$ cat config.mk
export PLATFORM = sky130hd
export DESIGN_NAME = mem_access_unit
export DESIGN_NICKNAME = d
export VERILOG_FILES = /design/src/rtl/mem_access_pkg.sv /design/src/rtl/mem_lane_align.sv /design/src/rtl/mem_access_unit.sv
export SDC_FILE = /design/constraint.sdc
export NUM_CORES = 1
export LEC_CHECK = 0
export ABC_CLOCK_PERIOD_IN_PS = 3300
export CORE_ASPECT_RATIO = 0.9
export CORE_UTILIZATION = 41
export DETAILED_ROUTE_END_ITERATION = 16
export PLACE_DENSITY = 0.78
export SLEW_MARGIN = 20
export SYNTH_ARGS = -nofsm -noshare
export SYNTH_HDL_FRONTEND = slang
export SYNTH_SLANG_ARGS = --single-unit
$ cat constraint.sdc
create_clock -name clk -period 3.3 [get_ports clk]
set_input_delay 0.495 -clock clk [delete_from_list [all_inputs] [get_ports clk]]
set_output_delay 0.495 -clock clk [all_outputs]
set_load 0.05 [all_outputs]
$ cat src/rtl/mem_access_pkg.sv
// mem_access_pkg: size encodings, FSM states and alignment check for the memory access unit
package mem_access_pkg;
    localparam logic [1:0] SZ_BYTE  = 2'd0;
    localparam logic [1:0] SZ_HALF  = 2'd1;
    localparam logic [1:0] SZ_WORD  = 2'd2;
    localparam logic [1:0] SZ_DWORD = 2'd3;

    typedef enum logic [1:0] {ST_IDLE, ST_ACCESS, ST_RESP} state_t;

    function automatic logic misaligned(input logic [1:0] size, input logic [2:0] addr);
        return size == SZ_HALF  ? addr[0] :
               size == SZ_WORD  ? |addr[1:0] :
               size == SZ_DWORD ? |addr[2:0] : 1'b0;
    endfunction
endpackage

$ cat src/rtl/mem_lane_align.sv
// mem_lane_align: byte enables, write-data replication and load extraction/extension for one lane offset
module mem_lane_align import mem_access_pkg::*; #(
    parameter int DATA_W = 32,
    parameter int NB     = DATA_W / 8,
    parameter int LW     = $clog2(DATA_W / 8)
) (
    input  logic [LW-1:0]     lane_i,
    input  logic [1:0]        size_i,
    input  logic              signed_i,
    input  logic [DATA_W-1:0] wdata_i,
    input  logic [DATA_W-1:0] rdata_i,
    output logic [NB-1:0]     be_o,
    output logic [DATA_W-1:0] wdata_o,
    output logic [DATA_W-1:0] rdata_o
);
    logic [7:0]        lane_mask;
    logic [DATA_W-1:0] shifted;
    logic [DATA_W-1:0] size_mask;
    logic              top_bit;

    always_comb begin
        lane_mask = (8'd1 << (4'd1 << size_i)) - 8'd1;
        be_o      = NB'(lane_mask) << lane_i;
        wdata_o   = size_i == SZ_BYTE ? {NB{wdata_i[7:0]}} :
                    size_i == SZ_HALF ? {(NB/2){wdata_i[15:0]}} :
                    size_i == SZ_WORD ? {(NB/4){wdata_i[31:0]}} : wdata_i;
        shifted   = rdata_i >> {lane_i, 3'b000};
        size_mask = size_i == SZ_BYTE ? DATA_W'(8'hFF) :
                    size_i == SZ_HALF ? DATA_W'(16'hFFFF) :
                    size_i == SZ_WORD ? DATA_W'(32'hFFFF_FFFF) : '1;
        top_bit   = size_i == SZ_BYTE ? shifted[7] :
                    size_i == SZ_HALF ? shifted[15] :
                    size_i == SZ_WORD ? shifted[31] : shifted[DATA_W-1];
        // a full-width mask leaves no bits to fill, so signedness drops out there
        rdata_o   = (shifted & size_mask) | ((signed_i && top_bit) ? ~size_mask : '0);
    end
endmodule

$ cat src/rtl/mem_access_unit.sv
// mem_access_unit: request/response engine driving RAM strobes with bounded wait and lane-aligned data
module mem_access_unit import mem_access_pkg::*; #(
    parameter int DATA_W  = 32,
    parameter int ADDR_W  = 32,
    parameter int TIMEOUT = 15
) (
    input  logic                clk,
    input  logic                rst,
    input  logic                req_valid,
    output logic                req_ready,
    input  logic                req_we,
    input  logic [1:0]          req_size,
    input  logic                req_signed,
    input  logic [ADDR_W-1:0]   req_addr,
    input  logic [DATA_W-1:0]   req_wdata,
    output logic                rsp_valid,
    output logic [DATA_W-1:0]   rsp_rdata,
    output logic                rsp_err,
    output logic [ADDR_W-1:0]   address,
    output logic [DATA_W-1:0]   ram_data_in,
    input  logic [DATA_W-1:0]   ram_data_out,
    input  logic                ram_ready,
    output logic                cs,
    output logic                we,
    output logic                oe,
    output logic [DATA_W/8-1:0] be
);
    localparam int NB = DATA_W / 8;
    localparam int LW = $clog2(NB);
    localparam int CW = $clog2(TIMEOUT + 1);

    state_t              state_q, state_d;
    logic                we_q, we_d, signed_q, signed_d, err_q, err_d;
    logic [1:0]          size_q, size_d;
    logic [ADDR_W-1:0]   addr_q, addr_d;
    logic [DATA_W-1:0]   wdata_q, wdata_d, rdata_q, rdata_d;
    logic [CW-1:0]       cnt_q, cnt_d;
    logic [NB-1:0]       be_w;
    logic [DATA_W-1:0]   ext_rdata;
    logic                bad;

    mem_lane_align #(.DATA_W(DATA_W)) u_align (
        .lane_i   (addr_q[LW-1:0]),
        .size_i   (size_q),
        .signed_i (signed_q),
        .wdata_i  (wdata_q),
        .rdata_i  (ram_data_out),
        .be_o     (be_w),
        .wdata_o  (ram_data_in),
        .rdata_o  (ext_rdata)
    );

    always_comb begin
        bad      = misaligned(req_size, req_addr[2:0]) || (req_size == SZ_DWORD && DATA_W == 32);
        state_d  = state_q;
        we_d     = we_q;
        signed_d = signed_q;
        size_d   = size_q;
        addr_d   = addr_q;
        wdata_d  = wdata_q;
        rdata_d  = rdata_q;
        err_d    = err_q;
        cnt_d    = cnt_q;
        if (state_q == ST_IDLE && req_valid) begin
            we_d     = req_we;
            signed_d = req_signed;
            size_d   = req_size;
            addr_d   = req_addr;
            wdata_d  = req_wdata;
            rdata_d  = '0;
            err_d    = bad;
            cnt_d    = '0;
            state_d  = bad ? ST_RESP : ST_ACCESS;
        end else if (state_q == ST_ACCESS) begin
            if (ram_ready) begin
                rdata_d = we_q ? '0 : ext_rdata;
                err_d   = 1'b0;
                state_d = ST_RESP;
            end else if (cnt_q == CW'(TIMEOUT)) begin
                err_d   = 1'b1;
                state_d = ST_RESP;
            end else begin
                cnt_d   = cnt_q + 1'b1;
            end
        end else if (state_q == ST_RESP) begin
            state_d = ST_IDLE;
        end
    end

    always_ff @(posedge clk or posedge rst) begin
        if (rst) begin
            state_q  <= ST_IDLE;
            we_q     <= 1'b0;
            signed_q <= 1'b0;
            size_q   <= SZ_BYTE;
            addr_q   <= '0;
            wdata_q  <= '0;
            rdata_q  <= '0;
            err_q    <= 1'b0;
            cnt_q    <= '0;
        end else begin
            state_q  <= state_d;
            we_q     <= we_d;
            signed_q <= signed_d;
            size_q   <= size_d;
            addr_q   <= addr_d;
            wdata_q  <= wdata_d;
            rdata_q  <= rdata_d;
            err_q    <= err_d;
            cnt_q    <= cnt_d;
        end
    end

    assign req_ready = state_q == ST_IDLE;
    assign cs        = state_q == ST_ACCESS;
    assign we        = cs && we_q;
    assign oe        = cs && !we_q;
    assign be        = cs ? be_w : '0;
    assign address   = {addr_q[ADDR_W-1:LW], LW'(0)};
    assign rsp_valid = state_q == ST_RESP;
    assign rsp_err   = rsp_valid && err_q;
    assign rsp_rdata = rsp_valid ? rdata_q : '0;
endmodule

# After elaboration in Yosys (flattened, before gate mapping)
# Cells that the tools add are included.
[totals]
register_bits = 107
in_bits = 104
out_inout_bits = 106
wordCells = 77
[classes]
add_sub_neg = 2
n_eq_ne = 10
shifts = 4
mux = 30
bitwise_logic = 3
n_reduce_logical = 19
[op_table]
columns = ["cell", "count"]
rows = [
  ["2-to-1 mux 32 bit", 10],
  ["AND 32 bit", 1],
  ["NOT 32 bit", 1],
  ["OR 32 bit", 1],
  [">> shifter 32 x 5 -> 32 bit", 1],
  ["2-to-1 mux 4 bit", 5],
  ["2-to-1 mux 2 bit", 6],
  ["2-to-1 mux 1 bit", 9],
  ["equality test 2 x 1 -> 1 bit, second input constant", 3],
  ["equality test 2 bit, second input constant", 3],
  ["AND reduction 2 bit", 3],
  ["nonzero test 3 bit", 2],
  ["logical AND 1 bit", 5],
  ["adder 4 x 1 -> 4 bit, second input constant", 1],
  ["equality test 4 bit, second input constant", 1],
  ["zero test 2 bit", 2],
  ["!= test 4 x 2 -> 1 bit, second input constant", 1],
  ["nonzero test 2 bit", 2],
  ["left shift 1 x 2 -> 4 bit, first input constant", 1],
  ["left shift 1 x 4 -> 4 bit, first input constant", 1],
  ["left shift 4 x 2 -> 4 bit", 1],
  ["subtractor 4 x 1 -> 4 bit, second input constant", 1],
  ["AND reduction 3 bit", 1],
  ["OR reduction 3 bit", 1],
  ["other kinds (5)", 5],
]

# Longest topological paths before layout
# Gate-level depths: netlist (run 1).
[depth]
depth_word = 10
ltp_mapped = 8
ltp_nobuf = 6

# Modules after synthesis
# From an unflattened synthesis (run 1), not the netlist that was laid out.
[hier_totals]
cells_unflattened = 661
area_unflattened_um2 = 6034.5
[by_module_without_submodules]
columns = ["mod", "instances", "cells_each", "area_each_um2", "seq_area_each_um2"]
rows = [
  ["mem_access_unit", 1, 480, 4624.4, 2677.6],
  ["mem_lane_align", 1, 181, 1410.1, 0.0],
]

# Worst setup path after synthesis (run 1)
# Ideal clock, no wire load.
[synth_timing]
kind = "register -> output"
from = "reg size_q[0]"
to = "out ram_data_in[24]"
t_arrival_ns = 2.051
required_time_ns = 2.805
setup_slack_ns = 0.754
path_stages_with_launch = 5
path_buffers = 2
path_cell_list = "dfrtp_1 > buf_4 > clkbuf_1 > mux2i_1 > o21ai_0"
[synth_via]
elab_chain_cells = 3
word_cells_on_any_way = 4
classes_between = "eq/ne: 1; mux: 2; reduce/logical: 1"
[synth_rtl]
columns = ["element", "line_no", "text"]
rows = [
  ["start: declaration", "mem_access_unit.sv:34", "logic [1:0] size_q, size_d;"],
  ["start signal: assignment", "mem_access_unit.sv:105", "size_q <= size_d;"],
  ["equality test 2 x 1 -> 1 bit", "mem_lane_align.sv:25", "size_i == SZ_HALF ? {(NB/2){wdata_i[15:0]}} :"],
  ["2-to-1 mux 32 bit", "mem_lane_align.sv:25", ""],
  ["2-to-1 mux 32 bit (*)", "mem_lane_align.sv:24", "wdata_o = size_i == SZ_BYTE ? {NB{wdata_i[7:0]}} :"],
  ["end: declaration", "mem_access_unit.sv:20", "output logic [DATA_W-1:0] ram_data_in,"],
]
# Every way passes the cells marked *; elsewhere a longest branch is shown, timed or not.

# Worst setup path in the final report (run 1)
[layout_timing]
from = "reg size_q[0]"
to = "out ram_data_in[12]"
[layout_via]
elab_chain_cells = 2
[layout_rtl]
columns = ["element", "line_no"]
rows = [
  ["zero test 2 bit", "mem_lane_align.sv:24"],
  ["2-to-1 mux 32 bit", "mem_lane_align.sv:24"],
]
# No other way between the ends.

==> flow_summary.html, run 1 <==
<table>
<tr><th>Metric</th><th>Value</th></tr>
<tr><th colspan="2">Die</th></tr>
<tr><td>Starting utilization of the core area</td><td>42.2%</td></tr>
<tr><td>Area of the die</td><td>0.0143 mm²</td></tr>
<tr><td>Die outline width</td><td>126 µm</td></tr>
<tr><td>Core Area</td><td>0.0134 mm²</td></tr>
<tr><td>Row count</td><td>40</td></tr>
<tr><td>Overall die height</td><td>113 µm</td></tr>
<tr><td>Number of top-level pins</td><td>210</td></tr>
<tr><th colspan="2">Clock tree</th></tr>
<tr><td>TritonCTS sink count</td><td>107</td></tr>
<tr><td>Number of H-tree levels</td><td>3</td></tr>
<tr><td>Number of resized instances in the post-cts repair step</td><td>0</td></tr>
<tr><td>Number of buffers added by the clock tree synthesis step</td><td>9</td></tr>
<tr><td>TritonCTS clock tree</td><td>built</td></tr>
<tr><td>Source-to-sink clock delay at the later pin of the worst-skew pair</td><td>0.35 ns</td></tr>
<tr><td>Clock-pin slew reported for the worst setup and hold paths after clock tree synthesis</td><td>0.07 ns</td></tr>
<tr><td>Hold-fix buffers at CTS</td><td>0</td></tr>
<tr><td>Clock Tree Buf Depth</td><td>2</td></tr>
<tr><td>CTS Root Cell</td><td>sky130_fd_sc_hd__clkbuf_16</td></tr>
<tr><td>Total setup buffers inserted after CTS</td><td>0</td></tr>
<tr><th colspan="2">Synthesis</th></tr>
<tr><td>Number of enable-type register cells in the synthesized netlist</td><td>0</td></tr>
<tr><td>Post-synth ARST share</td><td>100%</td></tr>
<tr><td>Post-synthesis sequential element count</td><td>107</td></tr>
<tr><td>Cells after synthesis</td><td>623</td></tr>
<tr><td>Library cells used by synthesis</td><td>43</td></tr>
<tr><td>Total standard cell area after synthesis</td><td>0.00566 mm²</td></tr>
<tr><td>Synth Warn #</td><td>0</td></tr>
<tr><td>Top flip-flop cell by instance count after synthesis</td><td>sky130_fd_sc_hd__dfrtp_1</td></tr>
<tr><td>Sequential area share after synthesis</td><td>47.3%</td></tr>
<tr><td>Syn Area/Cell</td><td>9.08 µm²</td></tr>
<tr><th colspan="2">Setup path</th></tr>
<tr><td>CP max stage cell</td><td>sky130_fd_sc_hd__dfrtp_1</td></tr>
<tr><td>Maximum fanout along the worst path</td><td>15</td></tr>
<tr><td>Kind of capture point of the worst setup path</td><td>output port</td></tr>
<tr><td>Critical path start-end classification</td><td>flop to output port</td></tr>
<tr><td>Critical path cell sequence</td><td>or2_1 &gt; buf_4 &gt; mux2_2 &gt; buf_4</td></tr>
<tr><td>Number of buffers and inverters on the critical path</td><td>2</td></tr>
<tr><td>Crit path max-delay family</td><td>flip-flops</td></tr>
<tr><td>Crit path DAT</td><td>2.41 ns</td></tr>
<tr><td>Critical Path Max Stage Delay</td><td>0.79 ns</td></tr>
<tr><td>Setup crit start kind</td><td>flop</td></tr>
<tr><td>Endpoint required time on the critical path</td><td>2.80 ns</td></tr>
<tr><td>Most frequent cell on the critical path</td><td>sky130_fd_sc_hd__buf_4</td></tr>
<tr><th colspan="2">Power</th></tr>
<tr><td>Internal power</td><td>4.18 mW</td></tr>
<tr><td>Maximum VDD drop</td><td>831 µV</td></tr>
<tr><td>Part of the power in combinational logic</td><td>59.3%</td></tr>
<tr><td>Switching Fraction</td><td>49.6%</td></tr>
<tr><td>Final total power</td><td>8.29 mW</td></tr>
<tr><td>Switching component of the power</td><td>4.11 mW</td></tr>
<tr><td>Part of the total power dissipated in the clock network</td><td>13.6%</td></tr>
<tr><td>Part of the total power dissipated in sequential elements</td><td>27.1%</td></tr>
<tr><td>Leak Pwr</td><td>3.64 nW</td></tr>
<tr><td>PD cells</td><td>1050 mW/mm²</td></tr>
<tr><th colspan="2">Timing</th></tr>
<tr><td>Setup violators final</td><td>0</td></tr>
<tr><td>Final Skew</td><td>0.00992 ns</td></tr>
<tr><td>Pins Over Slew Limit</td><td>0</td></tr>
<tr><td>Endpoints failing hold</td><td>0</td></tr>
<tr><td>Ratio of final minimum period to clock period</td><td>87.9%</td></tr>
<tr><td>Period minus WS final</td><td>2.90 ns</td></tr>
<tr><td>RSZ-0062 raised after global routing</td><td>no</td></tr>
<tr><td>Worst slew margin relative to its limit</td><td>39.3%</td></tr>
<tr><td>Transition time of the tightest slew-check pin</td><td>0.908 ns</td></tr>
<tr><td>Fin Setup TNS</td><td>0 ns</td></tr>
<tr><td>Highest clock rate</td><td>345 MHz</td></tr>
<tr><th colspan="2">Layout</th></tr>
<tr><td>Register area</td><td>0.00268 mm²</td></tr>
<tr><td>Total area of multi-input combinational cells</td><td>0.00250 mm²</td></tr>
<tr><td>Non-filler instance count after layout</td><td>947</td></tr>
<tr><td>Fraction of final layout cells sized beyond drive strength 1</td><td>8.99%</td></tr>
<tr><td>Filler instances</td><td>1,159</td></tr>
<tr><td>Final Net Count</td><td>883</td></tr>
<tr><td>Diode count</td><td>0</td></tr>
<tr><td>Signed area change from the synthesized netlist to the final layout</td><td>39.4%</td></tr>
<tr><td>Final core utilization</td><td>58.8%</td></tr>
<tr><th colspan="2">Drt</th></tr>
<tr><td>Routed length per instance</td><td>16.2 µm</td></tr>
<tr><td>Remaining antenna violation count</td><td>0</td></tr>
<tr><td>Residual DRC count</td><td>0</td></tr>
<tr><td>Total wire length</td><td>15.4 mm</td></tr>
<tr><td>Violation count after the first detailed-routing iteration</td><td>400</td></tr>
<tr><td>Mean number of vias per cell</td><td>5.08</td></tr>
<tr><td>Number of vias after detailed routing</td><td>4,813</td></tr>
<tr><td>Number of detailed-route iterations in the first pass</td><td>5</td></tr>
<tr><th colspan="2">GRT</th></tr>
<tr><td>Maximum number of pins on one net before global-route repair</td><td>44</td></tr>
<tr><td>Global router's overall resource usage</td><td>22.2%</td></tr>
<tr><td>Via count of the first global-routing pass</td><td>4,827</td></tr>
<tr><td>Initial antenna violation count</td><td>0</td></tr>
<tr><td>GRT Residual Overflow</td><td>0</td></tr>
<tr><td>First-pass GRT wire length</td><td>24.8 mm</td></tr>
<tr><th colspan="2">Worst hold path</th></tr>
<tr><td>Hold Crit Class</td><td>flop to flop</td></tr>
<tr><th colspan="2">Placed design</th></tr>
<tr><td>Detailed-placement wirelength estimate</td><td>11.4 mm</td></tr>
<tr><td>Number of buffers inserted by port buffering</td><td>207</td></tr>
<tr><td>Total placed cells including tap cells</td><td>932</td></tr>
<tr><td>Final GP Congestion</td><td>0.874</td></tr>
<tr><th colspan="2">Run status</th></tr>
<tr><td>Outcome</td><td>finished clean</td></tr>
<tr><th colspan="2">Flow run</th></tr>
<tr><td>Max-Cap Viols</td><td>0</td></tr>
</table>
worst reg2reg max path, stage by stage, from the launching register on:
cell and delay (ns):
sky130_fd_sc_hd__dfrtp_1 0.40, sky130_fd_sc_hd__inv_1 0.08, sky130_fd_sc_hd__ha_1 0.40, sky130_fd_sc_hd__nand2_1 0.20
sky130_fd_sc_hd__nor4_4 0.23, sky130_fd_sc_hd__buf_4 0.20, sky130_fd_sc_hd__nor2b_1 0.49, sky130_fd_sc_hd__a221o_1 0.24
final cells by class:
class	count	area share, %
clock buffers	11	2.95
clock inverters	4	0.968
inverters	3	0.190
multi-input cells	434	31.7
flip-flops and latches	107	34.0
well taps	168	2.67
repair buffers	220	27.6
Yosys cell counts (all sizes together) (2+ instances only):
| cell type | n | area (µm²) |
|---|---|---|
| nand2 | 233 | 875 |
| dfrtp | 107 | 2680 |
| buf | 52 | 375 |
| and2 | 35 | 219 |
| clkbuf | 28 | 105 |
| mux2 | 24 | 270 |
| mux2i | 20 | 213 |
| nor2 | 17 | 63.8 |
| a221o | 16 | 160 |
| a21oi | 11 | 55.1 |
| nor2b | 11 | 68.8 |
| o21ai | 10 | 50.1 |
| o221ai | 8 | 70.1 |
| a32o | 7 | 70.1 |
| a211o | 6 | 52.6 |
| ha | 4 | 50.1 |
| nor3 | 4 | 20.0 |
| inv | 3 | 11.3 |
| nand2b | 3 | 18.8 |
| xnor2 | 3 | 26.3 |
| a22o | 2 | 17.5 |
| nor3b | 2 | 20.0 |
| o21a | 2 | 15.0 |
| or2 | 2 | 12.5 |
cell usage in the layout (no fill, tap or decap), types with 2 or more instances in the layout:
cell type / count
sky130_fd_sc_hd__a21oi_1: 10
sky130_fd_sc_hd__nor3_1: 4
sky130_fd_sc_hd__a211o_1: 6
sky130_fd_sc_hd__buf_4: 19
sky130_fd_sc_hd__mux2i_1: 19
sky130_fd_sc_hd__clkinvlp_4: 2
sky130_fd_sc_hd__clkdlybuf4s50_1: 199
sky130_fd_sc_hd__clkbuf_16: 9
sky130_fd_sc_hd__nor2_1: 17
sky130_fd_sc_hd__a32o_1: 7
sky130_fd_sc_hd__inv_1: 2
sky130_fd_sc_hd__mux2_2: 24
sky130_fd_sc_hd__a221o_1: 16
sky130_fd_sc_hd__buf_12: 2
sky130_fd_sc_hd__nor2b_1: 11
sky130_fd_sc_hd__bufinv_16: 2
sky130_fd_sc_hd__conb_1: 2
sky130_fd_sc_hd__a22o_1: 2
sky130_fd_sc_hd__ha_1: 4
sky130_fd_sc_hd__o221ai_1: 8
sky130_fd_sc_hd__and2_1: 34
sky130_fd_sc_hd__o21a_1: 2
sky130_fd_sc_hd__clkbuf_1: 2
sky130_fd_sc_hd__xnor2_1: 3
sky130_fd_sc_hd__o21ai_0: 10
sky130_fd_sc_hd__dfrtp_1: 107
sky130_fd_sc_hd__nand2_1: 232
sky130_fd_sc_hd__nand2b_1: 3
power groups by stage:
stage	clock, mW	sequential, mW	combinational, mW
floorplan	0	2.07	3.87
global placement	0	2.24	4.87
detailed placement	0	2.27	4.93
CTS	1.15	2.25	4.95
global route	1.20	2.32	5.23
finish	1.13	2.25	4.91
layer usage:
| layer | GRT usage (%) | vias up | part of all wire [%] |
|---|---|---|---|
| li1 | - | 2307 | - |
| met1 | 27.4 | 2301 | 42 |
| met2 | 37.0 | 185 | 48 |
| met3 | 6.57 | 20 | 8.3 |
| met4 | 8.11 | 0 | 1.8 |
| met5 | 0 | - | 0 |
worst paths after layout:
path	slack, ns	cells after the start	to	start
setup / recovery	0.40	4	ram_data_in[12]	size_q[0]
hold / removal	0.47	2	addr_q[14]	addr_q[14]
setup reg to reg	0.99	7	rdata_q[28]	state_q[1]
hold reg to reg	0.47	2	addr_q[14]	addr_q[14]
max in group asynchronous	1.96	3	wdata_q[15]	rst
min in group asynchronous	0.69	2	addr_q[22]	rst
kinds of logic (layout without fill, tap and decap cells):
| logic type | after synthesis | after routing | synth area share, % |
|---|---|---|---|
| flip-flops | 107 | 107 | 47.3 |
| AO/OA/AOI/OAI | 67 | 67 | 9.62 |
| buffers and inverters | 83 | 238 | 8.69 |
| adder cells (fa/ha/maj) | 4 | 4 | 0.885 |
| AND/OR/NAND/NOR | 313 | 313 | 24.2 |
| other | 1 | 2 | 0.0663 |
| XOR/XNOR | 4 | 4 | 0.620 |
| multiplexers | 44 | 44 | 8.54 |
stage by stage:
| stage | hold WS (ns) | cell area, µm² | setup WS [ns] |
|---|---|---|---|
| floorplan | 0.440 | 5660 | 0.754 |
| global placement | 0.452 | 7570 | 0.844 |
| detailed placement | 0.462 | 7570 | 0.769 |
| CTS | 0.479 | 7880 | 0.374 |
| global route | 0.493 | 7880 | 0.256 |
| finish | 0.475 | 7880 | 0.398 |
registers in the layout (all words and copies together), names as in the netlist:
signal,flops
state_q,2
err_q,1
addr_q,32
we_q,1
signed_q,1
size_q,2
rdata_q,32
wdata_q,32
cnt_q,4
Power figures use the tool's default switching activity.
==> run 2, diff against run 1 <==
CAP_MARGIN = 10   (was not set)
==> results of run 2 <==
No change in the layout: final DEF, timing and power equal those of run 1.
